[config.mk]
export PLATFORM = sky130hd
export DESIGN_NAME = branch_predictor_btb
export DESIGN_NICKNAME = d
export VERILOG_FILES = /design/src/rtl/branch_predictor_btb.sv
export SDC_FILE = /design/constraint.sdc
export NUM_CORES = 2
export LEC_CHECK = 0
export CORE_MARGIN = 2
export CORE_UTILIZATION = 45
export CTS_BUF_LIST = sky130_fd_sc_hd__clkbuf_16
export CTS_CLUSTER_SIZE = 8
export DETAILED_ROUTE_END_ITERATION = 7
export GPL_TIMING_DRIVEN = 0
export PLACE_DENSITY = 0.61
export SLEW_MARGIN = 20
export SYNTH_ARGS = -nofsm -noshare
export SYNTH_HDL_FRONTEND = slang
export SYNTH_SLANG_ARGS = --single-unit
[constraint.sdc]
create_clock -name CLK -period 4.8 [get_ports CLK]
set_input_delay 0.72 -clock CLK [delete_from_list [all_inputs] [get_ports CLK]]
set_output_delay 0.72 -clock CLK [all_outputs]
set_load 0.1 [all_outputs]
[src/rtl/branch_predictor_btb.sv]
// Direct-mapped branch target buffer with per-entry saturating direction counters.
// IF looks up combinationally; EX writes resolved outcomes back and gets a flush request.
module branch_predictor_btb #(
  parameter int unsigned ENTRIES  = 16,
  parameter int unsigned CTR_BITS = 2,
  parameter int unsigned ADDR_W   = 32,
  parameter int unsigned MODE     = 1
) (
  input  logic              CLK,
  input  logic              nRST,
  input  logic [ADDR_W-1:0] fetch_pc,
  output logic              pred_hit,
  output logic              pred_taken,
  output logic [ADDR_W-1:0] pred_target,
  input  logic              upd_valid,
  input  logic [ADDR_W-1:0] upd_pc,
  input  logic              upd_taken,
  input  logic [ADDR_W-1:0] upd_target,
  input  logic              upd_pred_taken,
  input  logic [ADDR_W-1:0] upd_pred_target,
  output logic              upd_mispredict,
  input  logic              flush_tbl,
  output logic [31:0]       branch_cnt,
  output logic [31:0]       mispredict_cnt
);

  localparam int unsigned IDX_W = $clog2(ENTRIES);
  localparam int unsigned TAG_W = ADDR_W - IDX_W - 2;

  localparam logic [CTR_BITS-1:0] CtrWeakNt = CTR_BITS'((1 << (CTR_BITS - 1)) - 1);
  localparam logic [CTR_BITS-1:0] CtrWeakT  = CTR_BITS'(1 << (CTR_BITS - 1));
  localparam logic [CTR_BITS-1:0] CtrMax    = '1;

  logic                valid_q  [ENTRIES];
  logic [TAG_W-1:0]    tag_q    [ENTRIES];
  logic [ADDR_W-1:0]   target_q [ENTRIES];
  logic [CTR_BITS-1:0] ctr_q    [ENTRIES];

  logic [IDX_W-1:0] f_idx, u_idx;
  logic [TAG_W-1:0] f_tag, u_tag;
  logic             u_hit;
  logic             unused_pc_lsbs;

  assign f_idx = fetch_pc[IDX_W+1:2];
  assign f_tag = fetch_pc[ADDR_W-1:IDX_W+2];
  assign u_idx = upd_pc[IDX_W+1:2];
  assign u_tag = upd_pc[ADDR_W-1:IDX_W+2];
  // Byte offset within the instruction word plays no part in indexing.
  assign unused_pc_lsbs = ^{fetch_pc[1:0], upd_pc[1:0]};

  always_comb begin
    pred_hit    = (MODE == 1) && valid_q[f_idx] && (tag_q[f_idx] == f_tag);
    pred_taken  = pred_hit && ctr_q[f_idx][CTR_BITS-1];
    pred_target = pred_taken ? target_q[f_idx] : fetch_pc + ADDR_W'(4);
  end

  always_comb begin
    u_hit          = valid_q[u_idx] && (tag_q[u_idx] == u_tag);
    upd_mispredict = upd_valid && ((upd_pred_taken != upd_taken) ||
                                   (upd_taken && (upd_pred_target != upd_target)));
  end

  always_ff @(posedge CLK or negedge nRST) begin
    if (!nRST) begin
      for (int i = 0; i < int'(ENTRIES); i++) begin
        valid_q[i]  <= 1'b0;
        tag_q[i]    <= '0;
        target_q[i] <= '0;
        ctr_q[i]    <= CtrWeakNt;
      end
    end else if (flush_tbl) begin
      // Flush takes priority over a same-cycle update; only valid bits are cleared.
      for (int i = 0; i < int'(ENTRIES); i++) begin
        valid_q[i] <= 1'b0;
      end
    end else if (upd_valid && (MODE == 1)) begin
      if (u_hit) begin
        if (upd_taken) begin
          target_q[u_idx] <= upd_target;
          if (ctr_q[u_idx] != CtrMax) ctr_q[u_idx] <= ctr_q[u_idx] + CTR_BITS'(1);
        end else if (ctr_q[u_idx] != '0) begin
          ctr_q[u_idx] <= ctr_q[u_idx] - CTR_BITS'(1);
        end
      end else if (upd_taken) begin
        valid_q[u_idx]  <= 1'b1;
        tag_q[u_idx]    <= u_tag;
        target_q[u_idx] <= upd_target;
        ctr_q[u_idx]    <= CtrWeakT;
      end
    end
  end

  always_ff @(posedge CLK or negedge nRST) begin
    if (!nRST) begin
      branch_cnt     <= '0;
      mispredict_cnt <= '0;
    end else if (upd_valid) begin
      if (branch_cnt != '1) branch_cnt <= branch_cnt + 32'd1;
      if (upd_mispredict && (mispredict_cnt != '1)) mispredict_cnt <= mispredict_cnt + 32'd1;
    end
  end

endmodule

==> flow_summary.yaml <==
die:
  die-area_um2: 120000
  die_x_um: 347
  core_area_um2: 116000
  fp.dieH_um: 347
  start_util: 0.454
  ios: 233
  fp-row-count: 125
logic_synthesis:
  synth_area_leaders: "dfrtp_1 (48%), mux2_2 (19%), mux4_2 (15%), nand2_1 (3.2%), mux2i_1 (2.5%)"
  async_reset_ff_frac: 1.00
  synthDistinctLibCells: 62
  synthTopCellsByCount: "dfrtp_1 (1024), mux2_2 (875), nand2_1 (450), mux4_2 (350), clkbuf_1 (196)"
  ys_seq_elements: 1040
  synth_seq_area_share: 0.493
  synth_edf_count: 0
  synth_cells: 3817
  netlist_area_um2: 52800
  synth_most_common_cell: "dfrtp_1"
  ys_warn_count: 0
  synth_top_cell_by_area: "dfrtp_1"
  syn_nets: 3956
  synth_top_area_frac: 0.485
  post_synth.cell_area_avg_um2: 13.8
  synth-main-ff-cell: "dfrtp_1"
clock_tree:
  cts_tree: "done"
  clk_pin_slew_ns: 0.05
  clk_latency_ns: 0.79
  clock_sinks: 1040
  cts_buffers: 149
  ctsRootBufferMaster: "clkbuf_16"
  ctsLongestPathBuffers: 3
  cts_max_level: 4
setup_path:
  crit_buf_inv: 9
  path_common_cell: "buf_12"
  crit_path_end_kind: "output port"
  cp_slowest_cell: "nor4b_4"
  critPathLaunchType: "primary input"
  path_class: "in2out"
  cp_max_fo: 10
  crit_required_ns: 4.08
  path_delay_family: "buffers and inverters"
  slowest_delay_ns: 0.33
  path_cells: "clkdlybuf4s15_2, buf_12, clkbuf_16, clkbuf_16, mux4_2, a211oi_1, a21oi_2, xnor2_1, nand4_1, nor4b_4, buf_6, buf_6, buf_12, buf_16, mux2_4, buf_12"
  worst-endpoint-arrival_ns: 4.37
final_layout:
  drive_above_1_share: 0.414
  design_area_um2: 63900
  num-nets-final: 4395
  utilization: 0.549
  final_cells: 5818
  fillCellCount: 9670
  areaGrowthSynthToFinish_pct: 21.0
sta:
  max_freq_mhz: 196
  max_slew.worst_pin.slew_ns: 1.20
  finalSetupViolCount: 77
  period_needed_ns: 5.09
  fin_crit_sh: 1.06
  relSlewSlack: 0.192
  finalMaxSlewViolations: 0
  finClkSkew_ns: 0.0461
  finalWorstSetupSlack_ns: -0.290
  grt_setup_unrepaired: "yes"
  hold_viol: 0
grt:
  gr-usage-all-layers: 0.300
  antenna_found_initial: 10
  use_met2: 0.463
  grt-ovfl-total: 0
  grt_pass1_wl_um: 262000
  use_met1: 0.408
  grt_busiest_layer: "met2"
  grt_max_degree: 146
  grt_pass1_vias: 37000
  gr-usage-met3: 0.0798
hold_path:
  worstHoldPathType: "reg2reg"
flow_run:
  max_cap_viol_count: 0
status:
  violations: "setup timing"
  outcome: "complete, but fails checks"
drt:
  dr.first_iter.drc_count: 3622
  ant_nets: 0
  vias_per_cell: 6.20
  dr.pass1.iters: 5
  wl_um: 180000
  via_count: 36100
  drcViolationCount: 0
  wl_per_cell_um: 30.9
power_and_ir_drop:
  leakage_nw: 28.7
  ir_worst_vdd_uv: 383
  powerDensity_nw_per_um2: 389
  finalPower_mw: 24.9
placed_design:
  gp_congestion: 0.906
  place_ws_ns: -4.40
  dp_hpwl_um: 123000
  port_buffers: 218
  placed_area_um2: 57300
  dp.cells: 5568
-- cell families (layout without fill, tap and decap cells) --
| logic type | Yosys count | in the layout | synth area share |
|---|---|---|---|
| muxes | 1363 | 1363 | 0.362 |
| adders and majority gates | 5 | 5 | 0.00118 |
| DFF | 1040 | 1040 | 0.493 |
| xor gates and xnor gates | 178 | 178 | 0.0295 |
| AOI/OAI and AO/OA | 164 | 164 | 0.0228 |
| other | 0 | 2 | 0 |
| buffers and inverters | 343 | 818 | 0.0290 |
| and+or+nand+nor | 724 | 724 | 0.0626 |
-- metrics by stage --
step	hold WS (ns)	TNS, ns
after floorplan	0.424	0
after global placement	0.455	-
after detailed placement	0.459	-1270.07
after CTS	0.470	-8.20
after global routing	0.488	-8.79
final	0.463	-9.46
-- flip-flops by register name, indices dropped and copies added (netlist names) --
| signal | count |
|---|---|
| valid_q | 16 |
| branch_cnt | 32 |
| tag_q | 416 |
| mispredict_cnt | 32 |
| ctr_q | 32 |
| target_q | 512 |
-- layer usage --
metal | wire (um) | share of wire
met5 | 85 | 0.00047
met4 | 6550 | 0.036
met3 | 16300 | 0.091
met2 | 82700 | 0.46
met1 | 73900 | 0.41
-- worst paths after layout --
check                              start                 to  slack [ns]  cells past startpoint
max                          fetch_pc[4]    pred_target[23]       -0.29                     16
min                        target_q[439]      target_q[439]        0.46                      2
max reg2reg                   tag_q[114]          tag_q[21]        0.54                     11
min reg2reg                target_q[439]      target_q[439]        0.46                      2
max in group asynchronous           nRST      target_q[152]        2.01                      5
min in group asynchronous           nRST  mispredict_cnt[9]        0.52                      2
-- timing repair --
item                                   in CTS  in global routing
gates resized for setup                   616                 72
buffers inserted                           33                 27
pin swaps                                  16                 14
setup endpoints to repair                 657                255
gates cloned                                4                  0
endpoints found under the hold margin      56                  0
hold buffers                                1                  0
-- cell usage in the layout, fill, tap and decap left out, drive strengths merged, types with 4 or more instances in the layout --
master         Yosys  layout
mux4             350     350
xnor2            107     107
nor2b             26      26
o21ai             13      13
a22oi             25      25
nor2              39      39
o2111ai            4       4
dfstp             16      16
a221oi            13      13
buf              120     225
clkbuf           196     348
nor4              20      20
or3                4       4
nor3              28      28
a21o               8       8
nor3b              4       4
and3              19      19
nand4             31      31
mux2i            131     131
mux2             882     882
nand2            450     450
o22ai             10      10
nand3             52      52
ha                 5       5
o21a               8       8
clkinv             0       8
and2              12      12
a21oi             21      21
a211oi            18      18
a32oi             13      13
xor2              71      71
dfrtp           1024    1024
clkdlybuf4s50      0     178
clkdlybuf4s15      0       4
a22o              12      12
nand2b            13      13
and4              13      13
inv               27      52
-- where the power goes --
group          total, mW  leakage (nW)  internal [mW]  switching [mW]
clock network       9.63          2.08           5.65            3.99
logic               4.63          12.8           2.22            2.41
registers           10.6          13.8           9.91           0.738
-- layout make-up --
| cell class | instances | area (um2) | area share |
|---|---|---|---|
| multi-input cells | 2434 | 26100 | 0.408 |
| flip-flops and latches | 1040 | 26000 | 0.407 |
| clock buffers | 153 | 3830 | 0.0599 |
| repair buffers | 292 | 3440 | 0.0538 |
| plain buffers | 312 | 2210 | 0.0345 |
| well taps | 1524 | 1910 | 0.0298 |
| clock inverters | 34 | 293 | 0.00458 |
| inverters | 27 | 101 | 0.00159 |
| diodes | 2 | 5.00 | 0.0000783 |
-- worst min-delay path, delay by kind of cell (launching register included) --
kind / cells / cell delay, ns
flops: 1 / 0.33
simple gates: 2 / 0.10
Power figures use the tool's default switching activity.
